## src/rtl/if_fetch_pkg.sv

```systemverilog
// Shared widths, the bubble word and a small output-gating helper for the fetch stage.
// Latency: none (declarations only).
// Backpressure: none (declarations only).
package if_fetch_pkg;

  localparam int INST_W         = 32;
  localparam int BYTE_W         = 8;
  localparam int BYTES_PER_INST = INST_W / BYTE_W;

  // All-zero instruction: ID decodes this as a bubble.
  localparam logic [INST_W-1:0] ZERO_WORD = '0;

  // Byte assembler: element i holds the byte fetched from fetch_pc+i (little-endian).
  typedef logic [BYTES_PER_INST-1:0][BYTE_W-1:0] inst_bytes_t;

  // Presented instruction is forced to the bubble word whenever it is not valid.
  function automatic logic [INST_W-1:0] gate_word(input logic vld, input logic [INST_W-1:0] word);
    return vld ? word : ZERO_WORD;
  endfunction

endpackage

```

## src/rtl/if_fetch.sv

```systemverilog
// Instruction fetch: four little-endian byte reads per word into a one-entry output register.
// Latency: 2 cycles per byte with 1-cycle memory plus 1 load cycle; first instruction 9 cycles after reset.
// Backpressure: stall_i holds the output register; a finished word waits in DONE; rdy=0 freezes everything.
module if_fetch
  import if_fetch_pkg::*;
#(
  parameter int                ADDR_W   = 32,
  parameter logic [ADDR_W-1:0] RESET_PC = '0
) (
  input  logic              clk,
  input  logic              rst,
  input  logic              rdy,
  input  logic              stall_i,
  input  logic              redirect_i,
  input  logic [ADDR_W-1:0] redirect_pc_i,
  output logic              mem_req_o,
  output logic [ADDR_W-1:0] mem_addr_o,
  input  logic              mem_valid_i,
  input  logic [7:0]        mem_data_i,
  output logic [ADDR_W-1:0] pc_o,
  output logic [INST_W-1:0] inst_o,
  output logic              inst_valid_o
);

  typedef enum logic [1:0] {
    ST_REQ  = 2'd0,
    ST_WAIT = 2'd1,
    ST_DONE = 2'd2
  } state_e;

  localparam logic [1:0] LAST_BYTE = 2'(BYTES_PER_INST - 1);

  state_e              state_q,     state_d;
  logic [ADDR_W-1:0]   fetch_pc_q,  fetch_pc_d;
  logic [1:0]          byte_cnt_q,  byte_cnt_d;
  logic                drop_q,      drop_d;
  inst_bytes_t         asm_q,       asm_d;
  logic [ADDR_W-1:0]   req_addr_q,  req_addr_d;
  logic                out_valid_q, out_valid_d;
  logic [ADDR_W-1:0]   out_pc_q,    out_pc_d;
  logic [INST_W-1:0]   out_inst_q,  out_inst_d;

  logic consume;
  logic out_free;

  // State register: every flop only moves when the global ready is high.
  always_ff @(posedge clk or negedge rst) begin
    if (!rst) begin
      state_q     <= ST_REQ;
      fetch_pc_q  <= RESET_PC;
      byte_cnt_q  <= '0;
      drop_q      <= 1'b0;
      asm_q       <= '0;
      req_addr_q  <= '0;
      out_valid_q <= 1'b0;
      out_pc_q    <= '0;
      out_inst_q  <= ZERO_WORD;
    end else if (rdy) begin
      state_q     <= state_d;
      fetch_pc_q  <= fetch_pc_d;
      byte_cnt_q  <= byte_cnt_d;
      drop_q      <= drop_d;
      asm_q       <= asm_d;
      req_addr_q  <= req_addr_d;
      out_valid_q <= out_valid_d;
      out_pc_q    <= out_pc_d;
      out_inst_q  <= out_inst_d;
    end
  end

  // Next state: redirect first, then the byte-fetch sequence and the output-register handoff.
  always_comb begin
    state_d     = state_q;
    fetch_pc_d  = fetch_pc_q;
    byte_cnt_d  = byte_cnt_q;
    drop_d      = drop_q;
    asm_d       = asm_q;
    req_addr_d  = req_addr_q;
    out_valid_d = out_valid_q;
    out_pc_d    = out_pc_q;
    out_inst_d  = out_inst_q;

    consume  = out_valid_q && !stall_i;
    out_free = !out_valid_q || !stall_i;

    if (consume) begin
      out_valid_d = 1'b0;
    end

    if (redirect_i) begin
      // Flush: the output and any partial word are discarded, even under stall.
      out_valid_d = 1'b0;
      fetch_pc_d  = redirect_pc_i;
      byte_cnt_d  = '0;
      asm_d       = '0;
      if ((state_q == ST_WAIT) && !mem_valid_i) begin
        // The in-flight byte still has to come back; swallow it before refetching.
        drop_d  = 1'b1;
        state_d = ST_WAIT;
      end else begin
        drop_d  = 1'b0;
        state_d = ST_REQ;
      end
    end else begin
      case (state_q)
        ST_REQ: begin
          req_addr_d = fetch_pc_q + ADDR_W'(byte_cnt_q);
          state_d    = ST_WAIT;
        end
        ST_WAIT: begin
          if (mem_valid_i) begin
            if (drop_q) begin
              drop_d  = 1'b0;
              state_d = ST_REQ;
            end else begin
              asm_d[byte_cnt_q] = mem_data_i;
              if (byte_cnt_q == LAST_BYTE) begin
                state_d = ST_DONE;
              end else begin
                byte_cnt_d = byte_cnt_q + 2'd1;
                state_d    = ST_REQ;
              end
            end
          end
        end
        ST_DONE: begin
          if (out_free) begin
            out_pc_d    = fetch_pc_q;
            out_inst_d  = asm_q;
            out_valid_d = 1'b1;
            fetch_pc_d  = fetch_pc_q + ADDR_W'(4);
            byte_cnt_d  = '0;
            state_d     = ST_REQ;
          end
        end
        default: begin
          state_d = ST_REQ;
        end
      endcase
    end
  end

  // Outputs: the request is live for the whole WAIT state; invalid output reads as a bubble at pc 0.
  always_comb begin
    mem_req_o    = (state_q == ST_WAIT);
    mem_addr_o   = req_addr_q;
    inst_valid_o = out_valid_q;
    inst_o       = gate_word(out_valid_q, out_inst_q);
    pc_o         = out_valid_q ? out_pc_q : '0;
  end

endmodule

```

## config.mk

```make
export PLATFORM = sky130hd
export DESIGN_NAME = if_fetch
export DESIGN_NICKNAME = d
export VERILOG_FILES = /design/src/rtl/if_fetch_pkg.sv /design/src/rtl/if_fetch.sv
export SDC_FILE = /design/constraint.sdc
export NUM_CORES = 1
export LEC_CHECK = 0
export BUFFER_PORTS_ARGS = -buffer_cell sky130_fd_sc_hd__buf_2
export CAP_MARGIN = 30
export CORE_ASPECT_RATIO = 0.7
export CORE_MARGIN = 2
export CORE_UTILIZATION = 25
export DETAILED_ROUTE_END_ITERATION = 7
export SETUP_SLACK_MARGIN = 0.02
export SLEW_MARGIN = 5
export SYNTH_ARGS = -nofsm -noshare
export SYNTH_HDL_FRONTEND = slang
export SYNTH_SLANG_ARGS = --single-unit
```

## constraint.sdc

```tcl
create_clock -name clk -period 2.9 [get_ports clk]
set_clock_uncertainty 0.15 [all_clocks]
set_input_delay 0 -clock clk [delete_from_list [all_inputs] [get_ports clk]]
set_output_delay 0 -clock clk [all_outputs]
set_load 0.01 [all_outputs]
```

==> results of run 1 <==
## how the worst min path moves through the flow
| stage | startpoint | endpoint | slack (ps) | cells past startpoint |
|---|---|---|---|---|
| after floorplan | rst | asm_q[0] | -450 | 0 |
| after global placement | rst | out_inst_q[26] | -20 | 1 |
| after detailed placement | rst | out_inst_q[26] | -20 | 1 |
| after CTS | rst | out_inst_q[26] | 80 | 2 |
| after global routing | rst | out_inst_q[26] | 100 | 2 |
| final | rst | out_inst_q[26] | 10 | 2 |
## cell usage in the layout, fill, tap and decap left out, types with 3 or more instances in the layout
cell | netlist | routed
clkinv_2 | 0 | 3
nand2_1 | 159 | 159
mux2i_1 | 5 | 5
buf_2 | 12 | 142
o211ai_1 | 4 | 4
nor4_4 | 3 | 3
a22oi_1 | 28 | 28
xnor2_1 | 21 | 21
a21oi_1 | 51 | 51
nor4_1 | 3 | 3
buf_4 | 1 | 22
inv_6 | 0 | 5
mux2_2 | 3 | 3
o22ai_1 | 47 | 47
a21oi_2 | 4 | 4
or4_1 | 3 | 3
nor3_2 | 4 | 4
o21ai_0 | 54 | 54
dfrtp_1 | 166 | 164
ha_1 | 7 | 6
a31o_2 | 3 | 3
nand4_1 | 14 | 14
xor2_1 | 9 | 9
nand2b_1 | 3 | 3
and2_1 | 67 | 67
nand3_1 | 29 | 28
nor2_1 | 58 | 58
clkbuf_16 | 0 | 17
nor3_1 | 13 | 12
nor2b_1 | 9 | 9
and3_1 | 6 | 6
dlygate4sd3_1 | 0 | 52
and4_1 | 3 | 3
inv_1 | 41 | 41
a311oi_1 | 3 | 3
## cell usage after synthesis (all sizes together) (5+ instances only)
cell type  instances
nor2              58
xor2               9
buf               34
nor2b              9
dfrtp            166
nor4               7
nand2            160
and3               6
a22oi             28
xnor2             21
nand3             31
inv               41
nor3              18
and2              67
a21oi             55
o22ai             47
mux2i              5
ha                 7
nand4             16
o21ai             55
clkbuf            43
## metrics by stage
| step | setup WS (ps) | std cells | power [uW] |
|---|---|---|---|
| floorplan | 636.8 | 931 | 3750 |
| global placement | 448.5 | 1456 | 4199 |
| detailed placement | 362.0 | 1456 | 4229 |
| CTS | 118.7 | 1540 | 6512 |
| global route | 35.70 | 1540 | 6809 |
| finish | 187.9 | 1540 | 6442 |
## kinds of logic after synthesis
| group | Yosys count | synth area share [%] |
|---|---|---|
| XOR/XNOR | 30 | 3.102 |
| flip-flops | 166 | 49.05 |
| AO/OA/AOI/OAI | 211 | 15.17 |
| AND/OR/NAND/NOR | 390 | 23.45 |
| multiplexers | 8 | 0.9898 |
| buffers and inverters | 118 | 6.973 |
| adder cells (fa/ha/maj) | 8 | 1.270 |
## per-layer routing
metal	vias to the layer above	global-route usage (%)
met1	3587	23.90
met2	232	22.94
li1	3508	-
met3	29	3.731
met4	0	4.921
met5	-	0
## registers in the layout (all words and copies together), names as in the netlist
| register | flops |
|---|---|
| mem_addr_o | 32 |
| asm_q | 32 |
| fetch_pc_q | 32 |
| state_q | 2 |
| inst_valid_o | 1 |
| out_pc_q | 32 |
| out_inst_q | 32 |
| drop_q | 1 |
| byte_cnt_q | 2 |
## power by group
group	internal (uW)	leakage [uW]	switching (uW)
Clock	1140	0.000272	1050
Combinational	554	0.00239	704
Sequential	2660	0.00208	331
Total	4350	0.00474	2090
## final cells by class
cell class	instances	area, um^2	area share [%]
Clock buffer	18	439.2	4.138
Clock inverter	14	113.9	1.073
Inverter	41	153.9	1.450
Multi-Input combinational cell	647	3759	35.41
Sequential cell	166	4156	39.16
Tap cell	435	544.3	5.128
Timing Repair Buffer	219	1448	13.64
## what timing repair did
| action | CTS | global route |
|---|---|---|
| endpoints found under the setup margin | 0 | 2 |
| resized for setup | 0 | 3 |
| hold endpoints to repair | 149 | 0 |
| hold buffers | 52 | 0 |
==> metrics.yaml, run 1 <==
worst_max_slew_pin_slew_ps: 877.1
core_region_area_um2: 33420
clock_tree.htree_level_count: 4
required_ps: 3120
power_density_nw_per_um2: 606.9
pin_count_of_the_biggest_net_entering_global_routing: 85
tritoncts: "built"
synth.yosys.warnings: 0
synth_seq_area_share_pct: 49.05
ys_seq_elements: 166
synth_top_cells_by_area: "dfrtp_1 49%, nand2_1 7.0%, and2_1 4.9%"
layout_worst_path_cycle_share_pct: 93.52
endpoints_failing_setup: 0
buf_inv_on_cp: 1
cts_made_buffers: 17
drt.antenna.violating_nets: 0
antenna_found_initial: 1
postPlaceCellArea_um2: 9529
clkTransAtPathRegs_ps: 70
layout-area-overhead-vs-synth_pct: 25.32
fillers: 3537
regToRegSetupSlack_ps: 190
r2r_start: "fetch_pc_q[7]"
cts.repair_timing.setup_buffer_count: 0
power.leakage_uw: 0.004744
port-buffer-count: 143
yosys.area.top_type_share_pct: 49.05
num_io_pins: 144
final.min_clock_period_ps: 2712
drt_wl_total_um: 27730
wl_met3_um: 1697
fin_tns_setup_ps: 0
asyncSetResetFlopFracSynth_pct: 100.0
place.detailed.hpwl_um: 19330
r2r_cells: 6
path_delay_family: "simple AND/OR/NAND/NOR gates"
worst_skew_pair.late_latency_ps: 430
std_cell_rows: 56
start_to_end_type_of_the_worst_setup_path: "reg -> reg"
routed-via-count: 7356
holdWs_ps: 11.98
post-synth-top-area-cell: "dfrtp_1"
setup_repair_after_global_routing_missed_its_margin: "no"
share_of_post_route_cells_with_drive_strength_above_1_pct: 20.72
finalCoreUtilization_pct: 31.76
syn-num-nets: 985
clock_sink_count: 166
drtPass1Iterations: 5
routed.top_layer: "met4"
first_global_vias: 7309
critical_path_peak_fanout: 10
final-max-slew-violation-count: 0
critPathMaxStageDelay_ps: 570
startpoint_type_of_the_worst_setup_path: "flip-flop"
critical_path.endpoint_type: "flip-flop"
run_status: "complete, no violations"
maxClockFrequency_mhz: 368.7
max-slew-margin-rel_pct: 41.52
cp-startpoint: "fetch_pc_q[7]"
postSynth.topFlopCell: "dfrtp_1"
floorplan.die_area_um2: 35390
initialDrtViolationCount: 617
nNetsFinal: 1146
die_height_um: 158.0
path_cells: "nand4_4 > nor4_4 > nand2b_1 > o21a_1 > nor3_1 > dlygate4sd3_1"
n_antenna_cell: 0
drt-met1-wl_um: 14000
worst-path-stages: 6
synthesis.area_per_instance_um2: 9.097
fin_hold_viols: 0
globalRouteOverflowTotal: 0
met2_length_um: 11490
drc: 0
endpoint_arrival_time_on_the_critical_path_ps: 2930
groute.usage.overall_pct: 16.10
cts-root-to-sink-buffers: 2
synth_cell_types: 59
regToRegEndpoint: "fetch_pc_q[27]"
synth_edf_count: 0
wl_cell_um: 18.01
syn-instance-count: 931
hp-class: "in -> async"
maxCapViolations: 0
netlist_area_um2: 8469
viasPerCell: 4.777
cp_slowest_cell: "dfrtp_1"
grt_first_pass_wirelength_um: 43860
start_util_pct: 25.34
final_design_area_no_fill_um2: 10610
max-vdd-ir-drop_v: 0.0003935
floorplan.die.width_um: 224.0
ctsRootBufferMaster: "clkbuf_16"
gp_congestion: 0.8627
worstSetupEndpoint: "fetch_pc_q[27]"
Note: power is estimated with default switching activity, not from simulation.
==> run 2: changes to the inputs <==
--- a/config.mk
+++ b/config.mk
@@ -5,12 +5,14 @@
 export SDC_FILE = /design/constraint.sdc
 export NUM_CORES = 1
 export LEC_CHECK = 0
+export ABC_AREA = 1
 export BUFFER_PORTS_ARGS = -buffer_cell sky130_fd_sc_hd__buf_2
 export CAP_MARGIN = 30
 export CORE_ASPECT_RATIO = 0.7
 export CORE_MARGIN = 2
 export CORE_UTILIZATION = 25
 export DETAILED_ROUTE_END_ITERATION = 7
+export REMOVE_ABC_BUFFERS = 1
 export SETUP_SLACK_MARGIN = 0.02
 export SLEW_MARGIN = 5
 export SYNTH_ARGS = -nofsm -noshare
==> constraint.sdc (replaced) <==
create_clock -name clk -period 2.3 [get_ports clk]
set_clock_uncertainty 0.15 [all_clocks]
set_input_delay 0 -clock clk [delete_from_list [all_inputs] [get_ports clk]]
set_output_delay 0 -clock clk [all_outputs]
set_load 0.01 [all_outputs]
==> metrics.yaml, run 2 <==
run_status: "complete, no violations"
syn-instance-count: 1182
core_region_area_um2: 33700
power.share.switching_pct: 34.86
sequential_group_share_of_total_power_pct: 45.0
postSynth.topFlopCell: "dfrtp_1"
synth_commonest_cells: "450 x nand2_1, 166 x dfrtp_1, 157 x inv_1"
clock_power_share_pct: 32.2
yosys.cell_count.top_type: "nand2_1"
wl_cell_um: 15.17
combPwrFrac_pct: 22.8
drt_wl_total_um: 28140
die_height_um: 159.2
globalRouteMet1Util_pct: 23.25
layout.cells.most_common_list: "449 x nand2_1, 164 x dfrtp_1, 157 x inv_1"
endpoints_failing_setup: 0
place.detailed.hpwl_um: 20340
netlist_area_um2: 8607
critical_path.endpoint_type: "flip-flop"
synth_cell_types: 35
met2_usage_pct: 23.24
setup_repair_after_global_routing_missed_its_margin: "no"
worst_max_slew_pin_slew_ps: 766.9
viasPerCell: 4.413
synth_edf_count: 0
regArea_um2: 4156
port-buffer-count: 143
floorplan.die_area_um2: 35950
synth_top_cells_by_area: "dfrtp_1 48%, nand2_1 20%, o21ai_0 7.3%"
ys_seq_elements: 166
layout-area-overhead-vs-synth_pct: 29.29
ctsRootBufferMaster: "clkbuf_16"
required_ps: 2470
first_global_vias: 7802
clkTransAtPathRegs_ps: 70
pin_count_of_the_biggest_net_entering_global_routing: 67
num_io_pins: 144
grtUsageMet3_pct: 3.728
clock_tree.htree_level_count: 4
startpoint_type_of_the_worst_setup_path: "flip-flop"
routed-via-count: 8187
worst_skew_pair.late_latency_ps: 440
multi_input_comb_area_um2: 3696
endpoint_arrival_time_on_the_critical_path_ps: 2240
clock_sink_count: 166
asyncSetResetFlopFracSynth_pct: 100.0
max-slew-margin-rel_pct: 48.87
start_util_pct: 25.54
initialDrtViolationCount: 651
synth.yosys.warnings: 0
tritoncts: "built"
gp_congestion: 0.9411
post-synth-top-area-cell: "dfrtp_1"
postPlaceCellArea_um2: 9996
floorplan.die.width_um: 225.8
maxCapViolations: 0
fillers: 3621
fin_hold_viols: 0
globalRouteOverflowTotal: 0
internal-power_uw: 5812
antenna_found_initial: 1
layout_worst_path_cycle_share_pct: 90.42
nNetsFinal: 1431
yosys.area.top_type_share_pct: 48.26
drt.antenna.violating_nets: 0
critical_path_peak_fanout: 35
power.leakage_uw: 0.006034
grt_first_pass_wirelength_um: 43950
groute.usage.overall_pct: 15.82
power.switching_uw: 3110
cts_made_buffers: 17
std_cell_rows: 56
max-vdd-ir-drop_v: 0.0005312
hp-class: "in -> async"
start_to_end_type_of_the_worst_setup_path: "reg -> reg"
final_design_area_no_fill_um2: 11130
drc: 0
regToRegSetupSlack_ps: 220
final-max-slew-violation-count: 0
final_common_cell: "nand2_1"
synthesis.area_per_instance_um2: 7.282
final.min_clock_period_ps: 2080
holdWs_ps: 21.75
drtPass1Iterations: 7
cts-root-to-sink-buffers: 2
synth_seq_area_share_pct: 48.26
globalRoute.busiestLayer: "met1"
power_density_nw_per_um2: 801.8
share_of_post_route_cells_with_drive_strength_above_1_pct: 16.55
maxClockFrequency_mhz: 480.8
[run 2: metrics by stage]
stage / TNS (ps) / setup slack [ps] / total power, uW / cells / utilization [%]
after floorplan: -114480 / -1696 / 5049 / 1140 / -
after global placement: 0 / 184.2 / 5959 / 1770 / 29.66
after detailed placement: 0 / 113.4 / 6016 / 1770 / 29.66
after CTS: 0 / 118.0 / 8996 / 1854 / 32.97
after global routing: 0 / 32.94 / 9459 / 1855 / 33.02
final: 0 / 220.3 / 8923 / 1855 / 33.02
[run 2: repair_timing]
| item | CTS | global route |
|---|---|---|
| buffers inserted | 0 | 0 |
| endpoints found under the setup margin | 0 | 15 |
| hold endpoints to repair | 234 | 0 |
| hold buffers | 52 | 0 |
| gates resized for setup | 0 | 5 |
[run 2: layer usage]
metal,vias to the layer above,wire length [um],share of wire (%)
met5,-,0,0
li1,4045,-,-
met1,3890,14020,50
met4,0,334,1.2
met3,25,1772,6.3
met2,227,12010,43
[run 2: path summary, 6_finish.rpt]
check / start / endpoint / cells past startpoint
max in group asynchronous: rst / out_inst_q[18] / 3
min in group clk: redirect_i / inst_valid_o / 4
min reg2reg: asm_q[17] / asm_q[17] / 2
min: rst / out_inst_q[4] / 3
max reg2reg: inst_valid_o / out_inst_q[18] / 6
max: inst_valid_o / out_inst_q[18] / 6
[run 2: layout make-up]
type                       count  area share [%]
antenna                        1         0.02249
clock buffer                  19           3.890
clock inverter                13           1.315
inverter                     158           5.329
multi-input combinational    816           33.21
sequential                   166           37.35
tap                          464           5.217
timing repair buffer         218           13.66
[run 2: kinds of logic (layout without fill, tap and decap cells)]
family                   after synthesis  in the layout  synth area share, %
buffers and inverters                200            408                9.129
XOR/XNOR                              11             11                1.119
AND/OR/NAND/NOR                      626            626                29.20
flip-flops                           166            166                48.26
adder cells (fa/ha/maj)                8              8                1.250
multiplexers                          10             10                1.308
AO/OA/AOI/OAI                        161            161                9.725
other                                  0              1                    0
[run 2: power by group through the flow]
stage / sequential [uW] / combinational [uW] / clock, uW
final: 4010 / 2040 / 2880
after global routing: 4080 / 2330 / 3040
after CTS: 4000 / 2060 / 2940
after detailed placement: 4050 / 1970 / 0
after global placement: 4030 / 1930 / 0
after floorplan: 4010 / 1040 / 0
[run 2: critical path, cell delays in order, from the launching register on]
cell	delay, ps
dfrtp_2	400
nand2_1	80
inv_1	50
nor3_1	350
nand2_4	350
buf_12	290
mux2_2	270
